## src/rtl/riscv_run_monitor_pkg.sv

```systemverilog
`default_nettype none
// ============================================================================
// Module      : riscv_run_monitor_pkg
// Description : Shared types and constants for the riscv run monitor.
//               XLEN_DEFAULT  default register/PC width
//               REG_ADDR_W    architectural register index width
//               EBREAK_INSN   encoding of the EBREAK instruction
//               monitor_state_t  run-control / dump state encoding
// Revision    : 1.0 - initial release
// ============================================================================
package riscv_run_monitor_pkg;

    localparam int          XLEN_DEFAULT = 64;
    localparam int          REG_ADDR_W   = 5;
    localparam logic [31:0] EBREAK_INSN  = 32'h0010_0073;

    typedef enum logic [2:0] {
        HOLD   = 3'd0,
        RUN    = 3'd1,
        LOAD   = 3'd2,
        STREAM = 3'd3,
        DONE   = 3'd4
    } monitor_state_t;

endpackage : riscv_run_monitor_pkg
`default_nettype wire

```

## src/rtl/riscv_run_monitor_sat_counter.sv

```systemverilog
`default_nettype none
// ============================================================================
// Module      : riscv_run_monitor_sat_counter
// Description : Up-counter that stops at TC_VALUE and flags it.
//   clk    in  clock, rising edge
//   reset  in  asynchronous active-high reset, count -> 0
//   en     in  count up (ignored once the terminal count is reached)
//   clr    in  synchronous clear, wins over en
//   count  out current count
//   tc     out high while count == TC_VALUE
// Revision    : 1.0 - initial release
// ============================================================================
module riscv_run_monitor_sat_counter #(
    parameter int WIDTH    = 4,
    parameter int TC_VALUE = 15
) (
    input  logic             clk,
    input  logic             reset,
    input  logic             en,
    input  logic             clr,
    output logic [WIDTH-1:0] count,
    output logic             tc
);

    localparam logic [WIDTH-1:0] c_tc = WIDTH'(TC_VALUE);

    logic [WIDTH-1:0] r_count;

    always_ff @(posedge clk or posedge reset) begin
        if (reset) begin
            r_count <= '0;
        end else if (clr) begin
            r_count <= '0;
        end else if (en && !tc) begin
            r_count <= r_count + 1'b1;
        end
    end

    assign tc    = (r_count == c_tc);
    assign count = r_count;

endmodule : riscv_run_monitor_sat_counter
`default_nettype wire

```

## src/rtl/riscv_run_monitor.sv

```systemverilog
`default_nettype none
// ============================================================================
// Module      : riscv_run_monitor
// Description : Run control and register dump for the riscv core. Holds the
//               core in reset, runs it for a cycle budget, then freezes it
//               and streams registers FIRST_REG..FIRST_REG+NUM_REGS-1 over a
//               valid/ready channel using the core's debug read port.
//   clk, reset          clock / asynchronous active-high reset
//   cpu_reset, cpu_halt core reset and freeze controls
//   pc_in, instr_in     core PC and current instruction
//   dbg_reg_addr/data   register-file debug read path
//   out_valid/ready     dump handshake; out_data, out_index payload
//   final_pc            PC latched at end of run
//   done, timed_out     dump complete / run ended by budget
// Optional    : RISCV_RUN_MONITOR_HALT_DETECT_EN enables EBREAK and
//               stuck-PC halt detection during RUN.
// Revision    : 1.0 - initial release
// ============================================================================
module riscv_run_monitor
    import riscv_run_monitor_pkg::*;
#(
    parameter int XLEN         = XLEN_DEFAULT,
    parameter int FIRST_REG    = 5,
    parameter int NUM_REGS     = 9,
    parameter int RESET_CYCLES = 2,
    parameter int RUN_CYCLES   = 30,
    parameter int HALT_STABLE  = 2
) (
    input  logic                  clk,
    input  logic                  reset,
    output logic                  cpu_reset,
    output logic                  cpu_halt,
    input  logic [XLEN-1:0]       pc_in,
    input  logic [31:0]           instr_in,
    output logic [REG_ADDR_W-1:0] dbg_reg_addr,
    input  logic [XLEN-1:0]       dbg_reg_data,
    output logic                  out_valid,
    input  logic                  out_ready,
    output logic [XLEN-1:0]       out_data,
    output logic [REG_ADDR_W-1:0] out_index,
    output logic [XLEN-1:0]       final_pc,
    output logic                  done,
    output logic                  timed_out
);

    localparam int c_hold_w = $clog2(RESET_CYCLES + 1);
    localparam int c_run_w  = $clog2(RUN_CYCLES + 1);

    if (FIRST_REG < 0 || NUM_REGS < 1 || FIRST_REG + NUM_REGS > 32) begin : g_bad_window
        $error("riscv_run_monitor: register window exceeds x0..x31");
    end
    if (RESET_CYCLES < 1 || RUN_CYCLES < 1 || HALT_STABLE < 1) begin : g_bad_counts
        $error("riscv_run_monitor: cycle counts must be at least 1");
    end

    monitor_state_t        r_state, w_state_next;
    logic [REG_ADDR_W-1:0] r_idx;
    logic                  r_out_valid;
    logic [XLEN-1:0]       r_out_data;
    logic [REG_ADDR_W-1:0] r_out_index;
    logic [XLEN-1:0]       r_final_pc;

    logic [c_hold_w-1:0]   w_hold_cnt;
    logic                  w_hold_tc;
    logic [c_run_w-1:0]    w_run_cnt;
    logic                  w_run_tc;
    logic                  w_budget;
    logic                  w_halt;
    logic                  w_xfer;
    logic                  w_last;
    logic                  w_unused;

    riscv_run_monitor_sat_counter #(
        .WIDTH    (c_hold_w),
        .TC_VALUE (RESET_CYCLES - 1)
    ) u_hold_cnt (
        .clk   (clk),
        .reset (reset),
        .en    (r_state == HOLD),
        .clr   (1'b0),
        .count (w_hold_cnt),
        .tc    (w_hold_tc)
    );

    riscv_run_monitor_sat_counter #(
        .WIDTH    (c_run_w),
        .TC_VALUE (RUN_CYCLES - 1)
    ) u_run_cnt (
        .clk   (clk),
        .reset (reset),
        .en    (r_state == RUN),
        .clr   (r_state != RUN),
        .count (w_run_cnt),
        .tc    (w_run_tc)
    );

    assign w_budget = (r_state == RUN) && w_run_tc;

`ifdef RISCV_RUN_MONITOR_HALT_DETECT_EN
    localparam int c_stable_w = $clog2(HALT_STABLE + 1);

    logic [XLEN-1:0]       r_prev_pc;
    logic                  r_timed_out;
    logic                  w_armed;
    logic                  w_same;
    logic [c_stable_w-1:0] w_stable_cnt;
    logic                  w_stable_tc;

    // The first RUN cycle has no valid previous PC, so detection waits a cycle.
    assign w_armed = (r_state == RUN) && (w_run_cnt != '0);
    assign w_same  = w_armed && (pc_in == r_prev_pc);

    always_ff @(posedge clk or posedge reset) begin
        if (reset) begin
            r_prev_pc <= '0;
        end else begin
            r_prev_pc <= pc_in;
        end
    end

    // Counts consecutive unchanged-PC edges; halt fires on the HALT_STABLE-th.
    riscv_run_monitor_sat_counter #(
        .WIDTH    (c_stable_w),
        .TC_VALUE (HALT_STABLE - 1)
    ) u_stable_cnt (
        .clk   (clk),
        .reset (reset),
        .en    (w_same),
        .clr   (!w_same),
        .count (w_stable_cnt),
        .tc    (w_stable_tc)
    );

    assign w_halt = w_armed && ((instr_in == EBREAK_INSN) || (w_same && w_stable_tc));

    // A halt on the budget edge still counts as a halt, not a timeout.
    always_ff @(posedge clk or posedge reset) begin
        if (reset) begin
            r_timed_out <= 1'b0;
        end else if (w_budget || w_halt) begin
            r_timed_out <= !w_halt;
        end
    end

    assign timed_out = r_timed_out;
    assign w_unused  = ^{w_hold_cnt, w_stable_cnt};
`else
    assign w_halt    = 1'b0;
    assign timed_out = 1'b0;
    assign w_unused  = ^{w_hold_cnt, w_run_cnt, instr_in};
`endif

    assign w_xfer = r_out_valid && out_ready;
    assign w_last = (r_idx == REG_ADDR_W'(NUM_REGS - 1));

    always_ff @(posedge clk or posedge reset) begin
        if (reset) begin
            r_state <= HOLD;
        end else begin
            r_state <= w_state_next;
        end
    end

    always_comb begin
        w_state_next = r_state;
        case (r_state)
            HOLD:    if (w_hold_tc) w_state_next = RUN;
            RUN:     if (w_halt || w_budget) w_state_next = LOAD;
            LOAD:    w_state_next = STREAM;
            STREAM:  if (w_xfer) w_state_next = w_last ? DONE : LOAD;
            DONE:    w_state_next = DONE;
            default: w_state_next = HOLD;
        endcase
    end

    always_ff @(posedge clk or posedge reset) begin
        if (reset) begin
            r_idx       <= '0;
            r_out_valid <= 1'b0;
            r_out_data  <= '0;
            r_out_index <= '0;
            r_final_pc  <= '0;
        end else begin
            case (r_state)
                RUN: begin
                    if (w_halt || w_budget) begin
                        r_final_pc <= pc_in;
                    end
                end
                LOAD: begin
                    r_out_data  <= dbg_reg_data;
                    r_out_index <= dbg_reg_addr;
                    r_out_valid <= 1'b1;
                end
                STREAM: begin
                    if (w_xfer) begin
                        r_out_valid <= 1'b0;
                        if (!w_last) begin
                            r_idx <= r_idx + 1'b1;
                        end
                    end
                end
                default: begin
                end
            endcase
        end
    end

    assign cpu_reset    = (r_state == HOLD);
    assign cpu_halt     = (r_state == LOAD) || (r_state == STREAM) || (r_state == DONE);
    assign done         = (r_state == DONE);
    assign dbg_reg_addr = REG_ADDR_W'(FIRST_REG) + r_idx;
    assign out_valid    = r_out_valid;
    assign out_data     = r_out_data;
    assign out_index    = r_out_index;
    assign final_pc     = r_final_pc;

endmodule : riscv_run_monitor
`default_nettype wire
```

## config.mk

```make
export PLATFORM = sky130hd
export DESIGN_NAME = riscv_run_monitor
export DESIGN_NICKNAME = d
export VERILOG_FILES = /design/src/rtl/riscv_run_monitor_pkg.sv /design/src/rtl/riscv_run_monitor_sat_counter.sv /design/src/rtl/riscv_run_monitor.sv
export SDC_FILE = /design/constraint.sdc
export NUM_CORES = 1
export LEC_CHECK = 0
export CAP_MARGIN = 20
export CORE_AREA = 2 2 160 115
export CTS_CLUSTER_SIZE = 10
export DETAILED_ROUTE_END_ITERATION = 16
export DIE_AREA = 0 0 162 117
export MAX_ROUTING_LAYER = met4
export PLACE_DENSITY = 0.77
export SKIP_LAST_GASP = 1
export SYNTH_ARGS = -nofsm -noshare
export SYNTH_HDL_FRONTEND = slang
export SYNTH_HIERARCHICAL = 1
export SYNTH_SLANG_ARGS = --single-unit
```

## constraint.sdc

```tcl
create_clock -name clk -period 11.85 [get_ports clk]
set_input_delay 3.555 -clock clk [delete_from_list [all_inputs] [get_ports clk]]
set_output_delay 3.555 -clock clk [all_outputs]
set_load 0.02 [all_outputs]
```

==> reports/qor.csv, run 1 <==
metric,value,unit
status,"finished, final reports clean",
first_pass_iters,4,
yosys_warnings,6,
htreeDepth,4,
worst_pin_slew,1.135,ns
synthTopCellsByArea,"dfrtp_1, mux2_4, mux2_2",
synthCells,385,
yosys.area.top_type,dfrtp_1,
nets,832,
gp_congestion,0.8630,
crit_required,8.30,ns
setup_viol,0,
min-delay-path-class,flop to flop,
clock_sinks,149,
dp_hpwl,10.88,mm
cts_buffers,17,
p_int,0.0009900,W
fmax,174.7,MHz
async_reset_ff_share,100.0,%
clk_latency,0.41,ns
dp_slack,6.272,ns
swShare,25.64,%
skew,0.009146,ns
coreArea,0.01754,mm^2
criticalPathCategory,flop to output port,
antenna_found_initial,0,
cts_setup_buffers,0,
clkSlewWorstSetupHoldPaths,0.06,ns
ys_ff_latch,149,
drt-total-wl,14.98,mm
overflow,0,
cts_tree,yes,
grt_util_all_layers,16.16,%
antennaDiodeCount,0,
grt_pass1_wl,22.85,mm
worst_slack,6.125,ns
initial_core_util,35.39,%
slew_headroom,24.33,%
placementRows,41,
ys.flop_type,dfrtp_1,
clk_path_buf_depth,2,
synthDistinctLibCells,36,
first_iter_violations,173,
crit_arrival,2.17,ns
nFillCells,1398,
area_growth,55.47,%
netlist_area,0.006210,mm^2
comb_power_share,16.9,%
p_switching,0.0003414,W
rsz0062_at_grt,no,
pwr-share-clk,40.5,%
fp.dieW,162,um
p_seq_share,42.6,%
hold_buffers,0,
synth_edf_count,0,
route.antenna.remaining_nets,0,
routed_via_density,4.483,
drc,0,
setup_tns,0,ns
wl_per_cell,16.41,um
port_buffers,272,
ir_worst_vdd,0.00009671,V
layout-drive-gt1-share,23.49,%
start_kind,flop,
p_leak,4.406,nW
die_y,117,um
cp-end-kind,output port,
cts_root_buf,clkbuf_16,
maxCapViolCount,0,
die_area,0.01895,mm^2
grt_max_degree,76,
dr_total_vias,4093,
finalCriticalPeriod,5.725,ns
finalHoldViolations,0,
power_density,137.9,mW/mm^2
finalCritPeriodShare,48.31,%
first_global_vias,4285,
cp_max_fo,5,
synth_top_area_share,60.04,%
avgSynthCellArea,16.13,um^2
ios,306,
yosysSeqAreaShare,60.04,%
drv_slew,0,
cts-resized-gates,0,
==> synth_stat cells, drive strengths merged (2+ instances only) <==
cell type	instances
a211oi	2
a21oi	5
and3	2
buf	19
dfrtp	149
ha	5
inv	11
mux2	135
nand2	4
nand2b	2
nand3	8
nand4	3
nor2	8
nor2b	4
nor3	7
o21ai	5
o31ai	2
xnor2	4
xor2	2
==> per-layer routing <==
metal	global-route usage [%]	part of all wire (%)	vias to the layer above
met1	19.70	43	1996
met4	4.543	1.1	0
met2	25.59	48	179
li1	-	-	1903
met5	-	0	-
met3	5.884	7.8	15
==> flip-flops by register name, indices dropped and copies added (netlist names) <==
name and count:
final_pc 64, out_data 64, out_index 5, out_valid 1, r_idx 5, r_state 3
u_hold_cnt/count 2, u_run_cnt/count 5
==> kinds of logic after synthesis <==
| kind of cell | share of synthesized area, % |
|---|---|
| other | 0.06039 |
| xor gates and xnor gates | 0.8463 |
| adders and majority gates | 1.007 |
| DFF | 60.04 |
| and+or+nand+nor | 4.231 |
| AOI/OAI and AO/OA | 1.511 |
| muxes | 28.11 |
| buffers and inverters | 4.191 |
==> path summary, 6_finish.rpt <==
kind | startpoint | to | slack, ns | cells past startpoint
min in group asynchronous | reset | u_hold_cnt/count[0] | 3.47 | 2
worst max-delay path | r_idx[0] | dbg_reg_addr[4] | 6.13 | 4
worst min register to register | out_data[58] | out_data[58] | 0.48 | 1
worst max register to register | u_run_cnt/count[1] | final_pc[23] | 9.17 | 7
max in group asynchronous | reset | out_data[58] | 6.81 | 3
worst min-delay path | out_data[58] | out_data[58] | 0.48 | 1
==> layout by cell type, fill, tap and decap left out, types with 2 or more instances in the layout <==
master,synthesis,layout
nor3_1,6,6
buf_4,3,3
nor2b_1,4,4
nand3_1,8,8
xnor2_1,4,4
clkdlybuf4s50_1,0,272
bufinv_16,0,2
nand4_1,2,2
inv_1,11,10
ha_1,5,5
inv_6,0,6
dfrtp_1,149,149
clkbuf_8,0,2
a21oi_1,5,5
mux2_2,57,57
nand2_1,4,4
nand2b_1,2,2
mux2_4,60,60
mux2_1,18,18
nor2_1,8,8
o21ai_0,4,4
clkinvlp_4,0,5
xor2_1,2,2
a211oi_1,2,2
conb_1,1,5
clkbuf_16,0,17
==> power by group through the flow <==
stage | clock network (W) | logic (W) | registers [W]
2_1_floorplan | 0 | 0.0000953 | 0.000593
3_3_place_gp | 0 | 0.000219 | 0.000573
3_5_place_dp | 0 | 0.000227 | 0.000575
4_1_cts | 0.000557 | 0.000229 | 0.000567
5_1_grt | 0.000580 | 0.000244 | 0.000571
6_report | 0.000539 | 0.000226 | 0.000567
==> cell type report <==
cell class              count  area (um^2)  share of cell area (%)
clock buffers              20        456.7                   4.730
well taps                 236        295.3                   3.059
multi-input cells         210         2241                   23.21
flip-flops and latches    149         3729                   38.62
repair buffers            275         2745                   28.43
clock inverters            12        141.4                   1.464
inverters                  11        46.29                  0.4795
==> metrics by stage <==
step,cells,utilization [%],area [um^2],power (W),hold slack (ns)
after CTS,913,55.03,9654,0.001352,0.4889
after global placement,881,51.62,9056,0.0007921,0.4688
after global routing,913,55.03,9654,0.001395,0.5082
after floorplan,389,-,6225,0.0006880,0.4748
after detailed placement,881,51.62,9056,0.0008023,0.4737
final,913,55.03,9654,0.001331,0.4825
==> critical path: stages (launching register included) <==
cell             delay [ns]
dfrtp_1                0.43
ha_1                   0.27
o21ai_0                0.22
xnor2_1                0.17
clkdlybuf4s50_1        0.67
Note: power is estimated with default switching activity, not from simulation.
==> run 2: changes to the inputs <==
PLACE_DENSITY = 0.8   (was 0.77)
clock period = 5.05 ns   (was 11.85 ns; I/O delays follow)
==> run 2 against run 1 <==
Against the previous run:
- utilization grew 0.11 points
- hold slack gained 0.0021 ns
- final cell count grew 0.22%
- clock skew grew 0.0013 ns
- via count grew 0.78%
- clock power grew 130%
- sequential share of layout area shrank 0.080 points
- first-iteration DRC count grew 29%
- register-to-register slack lost 6.8 ns
- non-clock buffer count grew 2
- critical path depth is the same
==> reports/qor.csv, run 2 (synthesis results as in run 1) <==
metric,value,unit
status,"finished, final reports clean",
finalHoldViolations,0,
pwr-share-clk,40.1,%
drc,0,
ir_worst_vdd,0.0001777,V
reg2regPathDepth,7,
grt_pass1_wl,22.61,mm
power_density,321.8,mW/mm^2
timing.rr.start,u_run_cnt/count[1],
swShare,26.61,%
gp_congestion,0.8429,
clock_sinks,149,
slew_headroom,40.71,%
skew,0.01042,ns
cp.depth,4,
fp.dieW,162,um
regToRegSetupSlack,2.36,ns
final_common_cell,clkdlybuf4s50_1,
hold_buffers,0,
route.antenna.remaining_nets,0,
routed_via_density,4.508,
min-delay-path-class,flop to flop,
cts_buffers,17,
cts_setup_buffers,0,
crit_required,3.54,ns
cpPeakStageDelay,0.67,ns
hold_path_end,out_data[60],
fmax,267.7,MHz
crit_chain,ha_1 > o21ai_0 > xnor2_1 > clkdlybuf4s50_1,
setup_viol,0,
htreeDepth,4,
overflow,0,
first_pass_iters,4,
critPathTopFamily,buffers and inverters,
coreArea,0.01754,mm^2
cts-resized-gates,0,
drv_slew,0,
clk_path_buf_depth,2,
finalCriticalPeriod,3.736,ns
cp_slowest_cell,clkdlybuf4s50_1,
clkSlewWorstSetupHoldPaths,0.07,ns
die_area,0.01895,mm^2
finalCritPeriodShare,73.98,%
hold_path_startpoint,out_data[60],
cp_max_fo,5,
nets,834,
path_buf_inv,1,
maxCapViolCount,0,
port_buffers,272,
first_global_vias,4370,
grt_util_all_layers,15.76,%
grt_max_degree,78,
clk_latency,0.41,ns
die_y,117,um
worst_pin_slew,0.8893,ns
cts_tree,yes,
placementRows,41,
cp-end-kind,output port,
ios,306,
layout-drive-gt1-share,23.86,%
p_seq_share,42.7,%
antennaDiodeCount,0,
r2r-end,final_pc[26],
dp_hpwl,10.61,mm
criticalPathCategory,flop to output port,
first_iter_violations,224,
p_leak,4.428,nW
dr_total_vias,4125,
p_int,0.002285,W
p_switching,0.0008282,W
area_growth,55.79,%
instances_no_fill,915,
antenna_found_initial,0,
rsz0062_at_grt,no,
hold-worst-slack,0.4846,ns
comb_power_share,17.2,%
setup_tns,0,ns
initial_core_util,35.39,%
worst_hold_path.num_cells,1,
wl_per_cell,16.11,um
start_kind,flop,
cts_root_buf,clkbuf_16,
final_cell_mix,"clkdlybuf4s50_1, dfrtp_1, mux2_4, mux2_2, mux2_1",
drt-total-wl,14.75,mm
dpl.cell_count,883,
crit_arrival,2.22,ns
run 2: changes by cell type in the layout (fill, tap and decap cells not counted), sizes merged:
cell,delta
clkinv,+5
clkinvlp,-3
buf,+2
bufinv,-1
clkbuf,-1
run 2: per-layer routing:
metal  wire length (um)  track usage (%)  vias to the layer above
li1                   -                -                     1901
met1               6509            20.34                     2027
met2               6869            23.40                      180
met3               1204            5.144                       17
met4                162            5.664                        0
met5                  0                -                        -
run 2: worst reg2reg max path: stages, from the launching register on:
cell and delay [ns]:
dfrtp_1 0.40, inv_1 0.09, ha_1 0.20, nand4_2 0.15, inv_1 0.17, and3_4 0.72
buf_4 0.48, mux2_2 0.38
run 2: through the flow:
| step | util [%] | power, W | worst slack (ns) | cell area (um^2) |
|---|---|---|---|---|
| 3_3_place_gp | 51.77 | 0.001860 | 1.789 | 9082 |
| 6_report | 55.14 | 0.003113 | 1.314 | 9674 |
| 5_1_grt | 55.14 | 0.003265 | 1.233 | 9674 |
| 3_5_place_dp | 51.77 | 0.001889 | 1.767 | 9082 |
| 4_1_cts | 55.14 | 0.003166 | 1.289 | 9674 |
| 2_1_floorplan | - | 0.001615 | 1.758 | 6228 |
run 2: final cells by class:
class                      instances  area, um^2
clock buffer                      19       452.9
clock inverter                    13       138.9
fill                            1404        7870
inverter                          11       45.04
multi-input combinational        210        2241
sequential                       149        3729
tap                              236       295.3
timing repair buffer             277        2773
run 2: how the worst max path moves through the flow:
stage,start,endpoint,slack (ns)
after floorplan,reset,final_pc[0],1.76
after global placement,r_idx[0],dbg_reg_addr[4],1.79
after detailed placement,r_idx[0],dbg_reg_addr[4],1.77
after CTS,r_idx[0],dbg_reg_addr[4],1.29
after global routing,r_idx[0],dbg_reg_addr[4],1.23
final,r_idx[0],dbg_reg_addr[4],1.31
run 2: power groups by stage:
stage	logic, W	clock network (W)	registers (W)
after floorplan	0.000224	0	0.00139
after global placement	0.000517	0	0.00134
after detailed placement	0.000538	0	0.00135
after CTS	0.000542	0.00129	0.00133
after global routing	0.000576	0.00135	0.00134
final	0.000536	0.00125	0.00133
